File: src/rtl/freq_counter_pkg.sv
// Shared register map, CTRL/STATUS bit positions and FSM state encoding
// for the multi-channel frequency counter.
package freq_counter_pkg;

    localparam logic [7:0] REG_CTRL   = 8'h00;
    localparam logic [7:0] REG_STATUS = 8'h04;
    localparam logic [7:0] REG_GATE   = 8'h08;
    localparam logic [7:0] REG_COUNT0 = 8'h10;

    localparam int CTRL_CLR    = 0;
    localparam int CTRL_CONT   = 1;
    localparam int CTRL_IRQ_EN = 2;
    localparam int CTRL_START  = 7;
    localparam int CTRL_EN_LSB = 8;

    localparam int STATUS_BUSY    = 0;
    localparam int STATUS_DONE    = 1;
    localparam int STATUS_OVF_LSB = 8;

    typedef enum logic [1:0] {
        ST_IDLE,
        ST_ARM,
        ST_GATE,
        ST_LATCH
    } fc_state_e;

endpackage

File: src/rtl/fc_channel.sv
// One measurement channel: synchroniser, rising-edge detector, saturating counter.
// An edge is counted SYNC_STAGES+1 cycles after it arrives; ovf_o pulses on an edge lost to saturation.
module fc_channel #(
    parameter int CNT_W       = 32,
    parameter int SYNC_STAGES = 2
) (
    input  logic             clk_i,
    input  logic             rst_ni,
    input  logic             sig_i,
    input  logic             clr_i,
    input  logic             cnt_en_i,
    output logic [CNT_W-1:0] cnt_o,
    output logic             ovf_o
);

    logic [SYNC_STAGES-1:0] r_sync;
    logic                   r_prev;
    logic [CNT_W-1:0]       r_cnt;
    logic                   w_edge;
    logic                   w_sat;

    assign w_edge = r_sync[SYNC_STAGES-1] & ~r_prev;
    assign w_sat  = &r_cnt;

    always_ff @(posedge clk_i or negedge rst_ni) begin
        if (!rst_ni) begin
            r_sync <= '0;
            r_prev <= 1'b0;
        end else begin
            r_sync <= {r_sync[SYNC_STAGES-2:0], sig_i};
            r_prev <= r_sync[SYNC_STAGES-1];
        end
    end

    always_ff @(posedge clk_i or negedge rst_ni) begin
        if (!rst_ni) begin
            r_cnt <= '0;
        end else if (clr_i) begin
            r_cnt <= '0;
        end else if (cnt_en_i && w_edge && !w_sat) begin
            r_cnt <= r_cnt + 1'b1;
        end
    end

    assign cnt_o = r_cnt;
    assign ovf_o = cnt_en_i & w_edge & w_sat & ~clr_i;

endmodule

File: src/rtl/multichannel_freq_counter.sv
// Wishbone-attached multi-channel frequency counter: bus decode, registers, gate timer and FSM.
// Bus ack/err one cycle after request, never back-to-back; measurement windows are GATE cycles plus 2 dead cycles.
module multichannel_freq_counter
    import freq_counter_pkg::*;
#(
    parameter int NUM_CH      = 4,
    parameter int CNT_W       = 32,
    parameter int SYNC_STAGES = 2
) (
    input  logic              clk_i,
    input  logic              rst_ni,
    input  logic [7:0]        adr_i,
    input  logic [31:0]       dat_i,
    output logic [31:0]       dat_o,
    input  logic              we_i,
    input  logic [3:0]        sel_i,
    input  logic              cyc_i,
    input  logic              stb_i,
    output logic              ack_o,
    output logic              err_o,
    input  logic [NUM_CH-1:0] sig_i,
    output logic              irq_o
);

    localparam logic [5:0] LP_NCH = 6'(NUM_CH);

    logic              r_ack, r_err;
    logic [31:0]       r_dat;
    logic              r_cont, r_irq_en, r_start, r_clr;
    logic              r_done, r_irq;
    logic [NUM_CH-1:0] r_en, r_ovf;
    logic [31:0]       r_gate, r_gate_cnt;
    logic [CNT_W-1:0]  r_count [NUM_CH];
    fc_state_e         r_state, w_state_nxt;

    logic [CNT_W-1:0]  w_cnt [NUM_CH];
    logic [NUM_CH-1:0] w_ovf_set, w_ovf_w1c;
    logic [7:0]        w_badr;
    logic [5:0]        w_cnt_idx;
    logic              w_is_cnt, w_adr_ok, w_req, w_bad, w_wr;
    logic              w_wr_ctrl, w_wr_status, w_wr_gate;
    logic              w_busy, w_ch_clr, w_gating;
    logic [31:0]       w_rdata;
    logic              w_unused_adr;

    assign w_unused_adr = ^adr_i[1:0];

    // Bus decode: one request per ack, so a held strobe is served every other cycle.
    assign w_badr      = {adr_i[7:2], 2'b00};
    assign w_cnt_idx   = adr_i[7:2] - 6'd4;
    assign w_is_cnt    = (adr_i[7:2] >= 6'd4) && (w_cnt_idx < LP_NCH);
    assign w_adr_ok    = (w_badr == REG_CTRL) || (w_badr == REG_STATUS) ||
                         (w_badr == REG_GATE) || w_is_cnt;
    assign w_req       = cyc_i & stb_i & ~r_ack & ~r_err;
    assign w_bad       = (sel_i != 4'hF) | ~w_adr_ok;
    assign w_wr        = w_req & we_i & ~w_bad;
    assign w_wr_ctrl   = w_wr && (w_badr == REG_CTRL);
    assign w_wr_status = w_wr && (w_badr == REG_STATUS);
    assign w_wr_gate   = w_wr && (w_badr == REG_GATE);

    assign w_busy      = (r_state != ST_IDLE);
    assign w_ch_clr    = (r_state == ST_ARM) | r_clr;
    assign w_gating    = (r_state == ST_GATE);
    assign w_ovf_w1c   = w_wr_status ? dat_i[STATUS_OVF_LSB +: NUM_CH] : '0;

    always_comb begin
        w_rdata = '0;
        if (w_badr == REG_CTRL) begin
            w_rdata[CTRL_CONT]               = r_cont;
            w_rdata[CTRL_IRQ_EN]             = r_irq_en;
            w_rdata[CTRL_EN_LSB +: NUM_CH]   = r_en;
        end else if (w_badr == REG_STATUS) begin
            w_rdata[STATUS_BUSY]             = w_busy;
            w_rdata[STATUS_DONE]             = r_done;
            w_rdata[STATUS_OVF_LSB +: NUM_CH] = r_ovf;
        end else if (w_badr == REG_GATE) begin
            w_rdata = r_gate;
        end else begin
            for (int n = 0; n < NUM_CH; n++) begin
                if (w_is_cnt && (w_cnt_idx == 6'(n))) begin
                    w_rdata[CNT_W-1:0] = r_count[n];
                end
            end
        end
    end

    always_ff @(posedge clk_i or negedge rst_ni) begin
        if (!rst_ni) begin
            r_ack <= 1'b0;
            r_err <= 1'b0;
            r_dat <= '0;
        end else begin
            r_ack <= w_req & ~w_bad;
            r_err <= w_req & w_bad;
            r_dat <= (w_req && !w_bad && !we_i) ? w_rdata : '0;
        end
    end

    // CLR beats a START carried in the same write.
    always_ff @(posedge clk_i or negedge rst_ni) begin
        if (!rst_ni) begin
            r_cont   <= 1'b0;
            r_irq_en <= 1'b0;
            r_en     <= '0;
            r_start  <= 1'b0;
            r_clr    <= 1'b0;
            r_gate   <= '0;
        end else begin
            r_start <= 1'b0;
            r_clr   <= 1'b0;
            if (w_wr_ctrl) begin
                r_cont   <= dat_i[CTRL_CONT];
                r_irq_en <= dat_i[CTRL_IRQ_EN];
                r_en     <= dat_i[CTRL_EN_LSB +: NUM_CH];
                r_clr    <= dat_i[CTRL_CLR];
                r_start  <= dat_i[CTRL_START] & ~dat_i[CTRL_CLR];
            end
            if (w_wr_gate) begin
                r_gate <= dat_i;
            end
        end
    end

    always_comb begin
        w_state_nxt = r_state;
        case (r_state)
            ST_IDLE:  if (r_start && (r_gate != '0)) w_state_nxt = ST_ARM;
            ST_ARM:   w_state_nxt = ST_GATE;
            ST_GATE:  if (r_gate_cnt == 32'd1) w_state_nxt = ST_LATCH;
            ST_LATCH: w_state_nxt = r_cont ? ST_ARM : ST_IDLE;
            default:  w_state_nxt = ST_IDLE;
        endcase
        if (r_clr) begin
            w_state_nxt = ST_IDLE;
        end
    end

    always_ff @(posedge clk_i or negedge rst_ni) begin
        if (!rst_ni) begin
            r_state    <= ST_IDLE;
            r_gate_cnt <= '0;
        end else begin
            r_state <= w_state_nxt;
            if (r_state == ST_ARM) begin
                r_gate_cnt <= r_gate;
            end else if (r_state == ST_GATE) begin
                r_gate_cnt <= r_gate_cnt - 32'd1;
            end
        end
    end

    // Status flags: hardware set wins over a same-cycle W1C, CLR wins over both.
    always_ff @(posedge clk_i or negedge rst_ni) begin
        if (!rst_ni) begin
            r_done <= 1'b0;
            r_ovf  <= '0;
            r_irq  <= 1'b0;
            for (int n = 0; n < NUM_CH; n++) r_count[n] <= '0;
        end else begin
            r_irq <= r_irq_en & r_done;
            if (r_clr) begin
                r_done <= 1'b0;
                r_ovf  <= '0;
                for (int n = 0; n < NUM_CH; n++) r_count[n] <= '0;
            end else begin
                r_ovf <= (r_ovf & ~w_ovf_w1c) | w_ovf_set;
                if (r_state == ST_LATCH) begin
                    r_done <= 1'b1;
                    for (int n = 0; n < NUM_CH; n++) begin
                        r_count[n] <= r_en[n] ? w_cnt[n] : '0;
                    end
                end else if (w_wr_status && dat_i[STATUS_DONE]) begin
                    r_done <= 1'b0;
                end
            end
        end
    end

    for (genvar n = 0; n < NUM_CH; n++) begin : g_ch
        fc_channel #(
            .CNT_W       (CNT_W),
            .SYNC_STAGES (SYNC_STAGES)
        ) u_ch (
            .clk_i    (clk_i),
            .rst_ni   (rst_ni),
            .sig_i    (sig_i[n]),
            .clr_i    (w_ch_clr),
            .cnt_en_i (w_gating & r_en[n]),
            .cnt_o    (w_cnt[n]),
            .ovf_o    (w_ovf_set[n])
        );
    end

    assign dat_o = r_dat;
    assign ack_o = r_ack;
    assign err_o = r_err;
    assign irq_o = r_irq;

endmodule

File: config.mk
export PLATFORM = sky130hd
export DESIGN_NAME = multichannel_freq_counter
export DESIGN_NICKNAME = d
export VERILOG_FILES = /design/src/rtl/freq_counter_pkg.sv /design/src/rtl/fc_channel.sv /design/src/rtl/multichannel_freq_counter.sv
export SDC_FILE = /design/constraint.sdc
export NUM_CORES = 1
export LEC_CHECK = 0
export CELL_PAD_IN_SITES_DETAIL_PLACEMENT = 0
export CELL_PAD_IN_SITES_GLOBAL_PLACEMENT = 1
export CORE_MARGIN = 5
export CORE_UTILIZATION = 49
export DETAILED_ROUTE_END_ITERATION = 12
export GPL_ROUTABILITY_DRIVEN = 0
export PLACE_DENSITY_LB_ADDON = 0.05
export SLEW_MARGIN = 20
export SYNTH_ARGS = -nofsm -noshare
export SYNTH_HDL_FRONTEND = slang
export SYNTH_SLANG_ARGS = --single-unit
File: constraint.sdc
create_clock -name clk_i -period 3.4 [get_ports clk_i]
set_clock_uncertainty 0.15 [all_clocks]
set_input_delay 0.34 -clock clk_i [delete_from_list [all_inputs] [get_ports clk_i]]
set_output_delay 0.34 -clock clk_i [all_outputs]
set_load 0.1 [all_outputs]
# After elaboration in Yosys (flattened, before gate mapping)
# Cells that the tools add are included.
# classes
magnitude_cmp	2
shifts	0
bitwise_logic	44
eq_ne	12
multipliers	0
div_mod_pow	0
n_mux	43
addsub	6
n_reduce_logical	46
# op_table
op	n
$mux W32	20
$mux W128	2
$add A32 B1 Y32 const B	4
$reduce_and A32 Y1	4
$mux W20	2
$eq A32 B1 Y1 const B	1
$reduce_bool A32 Y1	1
$sub A32 B1 Y32 const B	1
$and A1 B1 Y1	29
$logic_and A1 B1 Y1	20
$eq A6 B2 Y1 const B	3
$mux W4	4
$reduce_bool A2 Y1	7
$eq A6 B1 Y1 const B	2
$mux W2	5
$not A1 Y1	10
$logic_not A8 Y1	1
$pmux W2 S4	1
$mux W1	7
$ge A6 B3 Y1 const B	1
$logic_not A1 Y1	6
$logic_not A6 Y1	1
$lt A6 B3 Y1 const B	1
$mux W6	1
15 further kinds	19
# word_totals
ramBits	0
in_bits	53
latchBits	0
n_memories	0
word_cells	183
out_inout_bits	35
ff_bits	382
mem_bits_ro	0

# Logic depth before layout (Yosys ltp)
# depth
word_depth	14
ltp_mapped	9
depth_no_buf	7

# Modules after synthesis
# Synthesis repeated with hierarchy kept, for this count alone.
# hier_totals
hier_cells	1668
area_unflattened_um2	18669.2
# by_module_without_submodules
module	area_each_um2	n_inst	seq_area_each_um2	cells_each
multichannel_freq_counter	10766.6	1	6055.8	892
fc_channel	1975.6	4	875.8	194

# Least setup slack after synthesis
# Ideal clock, no wire load.
# synth_path
path_kind	reg2reg
start	register r_gate_cnt[16]
end	register r_gate_cnt[25]
setup_slack_ps	673
path_stages_with_launch	7
setup_time_ps	126
t_required_ps	3124
n_path_buf	1
t_arrival_ps	2451
synth_period_minus_slack_ps	2727
cell_sequence	dfrtp_1 -> or4_4 -> or4b_1 -> or3_1 -> clkbuf_2 -> or3_1 -> a221o_1
# synth_between
elab_chain_len	3
# synth_rtl
item	line	rtl
start, declared	multichannel_freq_counter.sv:32	logic [31:0] r_gate, r_gate_cnt;
start signal, assigned	multichannel_freq_counter.sv:145	r_gate_cnt <= r_gate;
start signal, assigned	multichannel_freq_counter.sv:147	r_gate_cnt <= r_gate_cnt - 32'd1;
$sub A32 B1 Y32	multichannel_freq_counter.sv:147	
$mux W32	multichannel_freq_counter.sv:146	end else if (r_state == ST_GATE) begin
$mux W32	multichannel_freq_counter.sv:144	if (r_state == ST_ARM) begin
# Every way passes these cells. The select of a mux whose other input is x is not followed.
# A chain may end at the register's enable or synchronous reset.

# Final worst setup path
# layout_path
start	register r_gate_cnt[14]
end	register r_state[0]
# layout_between
elab_chain_len	3
# layout_rtl
item	line	rtl
$eq A32 B1 Y1	multichannel_freq_counter.sv:129	ST_GATE: if (r_gate_cnt == 32'd1) w_state_nxt = ST_LATCH;
$ne A3 B2 Y1 (no source line)	--	
$reduce_and A2 Y1 (no source line)	--	
end signal, assigned	multichannel_freq_counter.sv:143	r_state <= w_state_nxt;
end, declared	multichannel_freq_counter.sv:34	fc_state_e r_state, w_state_nxt;
# Every way passes these cells.

==> impl_metrics.toml <==
[final_layout]
ff_latch_area_sq_mm = 0.009559
final_common_cell = "dfrtp_1"
diodes = 0
fillers = 3089
fin_nets = 1791
layout_common_cells = "dfrtp_1, a22o_1, a21oi_1"
synthToLayoutAreaGrowth_pct = 16.67
multiInputGateArea_sq_mm = 0.007959
drive_above_1_share_pct = 12.71

[detailed_routing]
drt-pass1-iter-count = 6
routed_wl_um = 50870
dr_total_vias = 14150
drcViolationCount = 0
via_per_inst = 6.364
ant_nets = 0
drt_iter0_drc = 1036
routedWlPerCell_um = 22.89

[clocking]
tritoncts = "done"
htreeDepth = 2
clk_latency_ns = 0.56
cts_root_buffer = "clkbuf_16"
cts_buffer_depth = 3
cts_inserted_buffers = 43
cts_sinks = 382
clkTransAtPathRegs_ns = 0.06

[worst_hold_path]
hold_path_class = "in -> reg"

[global_routing]
gr-total-overflow = 0
grt_usage_pct = 24.94
grt_pass1_vias = 13780
antenna_found_initial = 0
grt_pass1_wl_um = 81880
grt_max_degree = 129

[worst_setup_path]
start_kind = "flip-flop"
cp_top_family = "compound AO/OA/AOI/OAI gates"
required_ns = 3.68
critPathKind = "reg -> reg"
crit_chain = "or4_4, or4b_1, buf_4, o41ai_2, o211ai_1, a221oi_1"
critPathBufInv = 1
crit_slowest_cell = "o41ai_2"
worstPathArrival_ns = 3.37
cp_slowest_stage_delay_ns = 0.59
endpoint_kind = "flip-flop"
critPathMaxFanout = 10

[power]
p_comb_share_pct = 28.7
netSwitchingPower_mw = 4.293
power.density_mw_per_mm2 = 647.1
pwr-share-clk_pct = 36.2
p_leak_nw = 9.204
power.internal_mw = 9.336
seq_power_share_pct = 35.1
vdd_drop_max_v = 0.0005157
switching_share_pct = 31.50

[timing]
worstMarginPinSlew_ns = 0.9932
rsz0062_at_grt = "false"
setup-violations-final = 0
setup_tns_ns = 0
min_period_ns = 3.086
fmax_mhz = 324.0
hold_viol_final = 0
fin_crit_sh_pct = 90.77
slew-limit-headroom_pct = 33.58
setup_ws_ns = 0.3137
slew_violations = 0

[floorplan]
die_x_um = 201.9
initial_utilization_pct = 49.42
dieArea_sq_mm = 0.04078
io_pins = 88
fp-row-count = 70
core_sq_mm = 0.03652
die_h_um = 201.9

[place]
port_buffers = 85
post-place-ws_ns = 0.2743
dp_hpwl_um = 34790

[yosys]
synth_area_sq_mm = 0.01805
synthFlopType = "dfrtp_1"
synthArstFlopShare_pct = 100.0
syn_area_per_cell_sq_um = 10.88
yosys_warnings = 0
yosysUniqueCellTypes = 69
syn_inst = 1659
synth-edff-count = 0
synth_seq_cells = 382
synth_nets = 1723
ys_seq_area_share_pct = 52.96

[run_status]
status = "completed"

[flow_run]
maxCapViolations = 0
## power by group through the flow
stage / registers [mW] / clock network (mW) / logic (mW)
after CTS: 4.77 / 5.02 / 3.93
after global routing: 4.79 / 5.21 / 4.38
after detailed placement: 4.85 / 0 / 3.92
after global placement: 4.85 / 0 / 3.81
final: 4.78 / 4.94 / 3.92
after floorplan: 4.83 / 0 / 2.92
## per-stage QoR
stage | cell area (sq um) | utilization, % | instances | power (mW) | hold WS (ns)
finish | 21060 | 57.66 | 2223 | 13.63 | 0.06941
CTS | 21060 | 57.66 | 2223 | 13.72 | 0.04619
detailed placement | 19560 | 53.56 | 2149 | 8.768 | 0.1941
floorplan | 18050 | - | 1659 | 7.747 | -0.1056
global placement | 19560 | 53.56 | 2149 | 8.659 | 0.1891
global route | 21060 | 57.66 | 2223 | 14.38 | 0.06849
## Yosys cell counts (5+ instances only)
| cell type | n | area share (%) |
|---|---|---|
| nor2_1 | 98 | 2.0 |
| a21oi_1 | 99 | 2.7 |
| a31oi_1 | 15 | 0.52 |
| and3_1 | 20 | 0.69 |
| nor4b_1 | 5 | 0.24 |
| a211oi_1 | 8 | 0.33 |
| o211ai_1 | 12 | 0.50 |
| and4_1 | 16 | 0.78 |
| o2bb2ai_1 | 8 | 0.39 |
| nor4_1 | 26 | 0.90 |
| mux2i_1 | 12 | 0.67 |
| mux4_2 | 32 | 4.0 |
| nor3_1 | 20 | 0.55 |
| o21ai_0 | 81 | 2.2 |
| a31o_2 | 7 | 0.34 |
| a2bb2oi_1 | 6 | 0.29 |
| a22oi_1 | 30 | 1.2 |
| clkbuf_1 | 103 | 2.1 |
| nand2_1 | 94 | 2.0 |
| xnor2_1 | 17 | 0.82 |
| nand3_1 | 57 | 1.6 |
| or3_1 | 80 | 2.8 |
| a222oi_1 | 5 | 0.28 |
| mux2_2 | 40 | 2.5 |
| dfrtp_1 | 382 | 53 |
| buf_1 | 11 | 0.23 |
| inv_1 | 30 | 0.62 |
| ha_1 | 11 | 0.76 |
| o31ai_1 | 33 | 1.4 |
| and2_1 | 10 | 0.35 |
| or4_1 | 30 | 1.2 |
| xor2_1 | 6 | 0.29 |
| nand4b_1 | 5 | 0.24 |
| a22o_1 | 138 | 6.7 |
| or2_2 | 7 | 0.24 |
| nor3b_1 | 6 | 0.25 |
| nand4_1 | 36 | 1.2 |
## registers in the layout, indices dropped and copies added, names as in the netlist
signal,cells
r_clr,1
g_ch.u_ch.r_prev,4
err_o,1
ack_o,1
r_en,4
r_start,1
dat_o,32
r_cont,1
r_state,2
g_ch.u_ch.cnt_o,128
r_gate,32
g_ch.u_ch.r_sync,8
irq_o,1
r_irq_en,1
r_done,1
r_gate_cnt,32
r_count,128
r_ovf,4
## worst register-to-register path: stages, from the launching register on
cell and delay [ns]:
dfrtp_1 0.44, or4_4 0.53, or4b_1 0.52, buf_4 0.20, o41ai_2 0.59, o211ai_1 0.18
a221oi_1 0.35
## worst paths after layout
path                       slack, ns                     end                   start  cells after the start
max                             0.31              r_state[0]          r_gate_cnt[14]                      6
min                             0.07  g_ch[0].u_ch.r_sync[0]                sig_i[0]                      1
max reg2reg                     0.31              r_state[0]          r_gate_cnt[14]                      6
min reg2reg                     0.20  g_ch[2].u_ch.r_sync[1]  g_ch[2].u_ch.r_sync[0]                      0
max in group asynchronous       1.90  g_ch[2].u_ch.cnt_o[27]                  rst_ni                      3
min in group asynchronous       0.26               dat_o[10]                  rst_ni                      2
## layer usage
metal  global-route usage, %  share of wire, %  wire, um
met3                   3.337               4.6      2343
met2                   38.40                46     23230
met1                   37.74                48     24350
met5                       0                 0         0
met4                   6.226               1.9       949
## area by class of cell
cell class,count,area share (%)
multi-input cells,1127,37.79
inverters,32,0.5703
clock buffers,58,5.864
clock inverters,15,1.200
flip-flops and latches,382,45.39
well taps,468,2.780
repair buffers,141,6.404
## kinds of logic (layout without fill, tap and decap cells)
| kind of cell | Yosys count | after routing | synth area share [%] |
|---|---|---|---|
| xor gates and xnor gates | 23 | 23 | 1.116 |
| adders and majority gates | 11 | 11 | 0.7624 |
| muxes | 84 | 84 | 7.153 |
| AOI/OAI and AO/OA | 478 | 478 | 18.71 |
| and+or+nand+nor | 531 | 531 | 16.16 |
| DFF | 382 | 382 | 52.96 |
| buffers and inverters | 150 | 246 | 3.147 |
## timing repair
| action | CTS | global route |
|---|---|---|
| setup buffers | 0 | 0 |
| hold buffers | 1 | 0 |
| resized for setup | 0 | 1 |
| setup endpoints to repair | 0 | 3 |
| endpoints found under the hold margin | 82 | 0 |
Note: power is estimated with default switching activity, not from simulation.
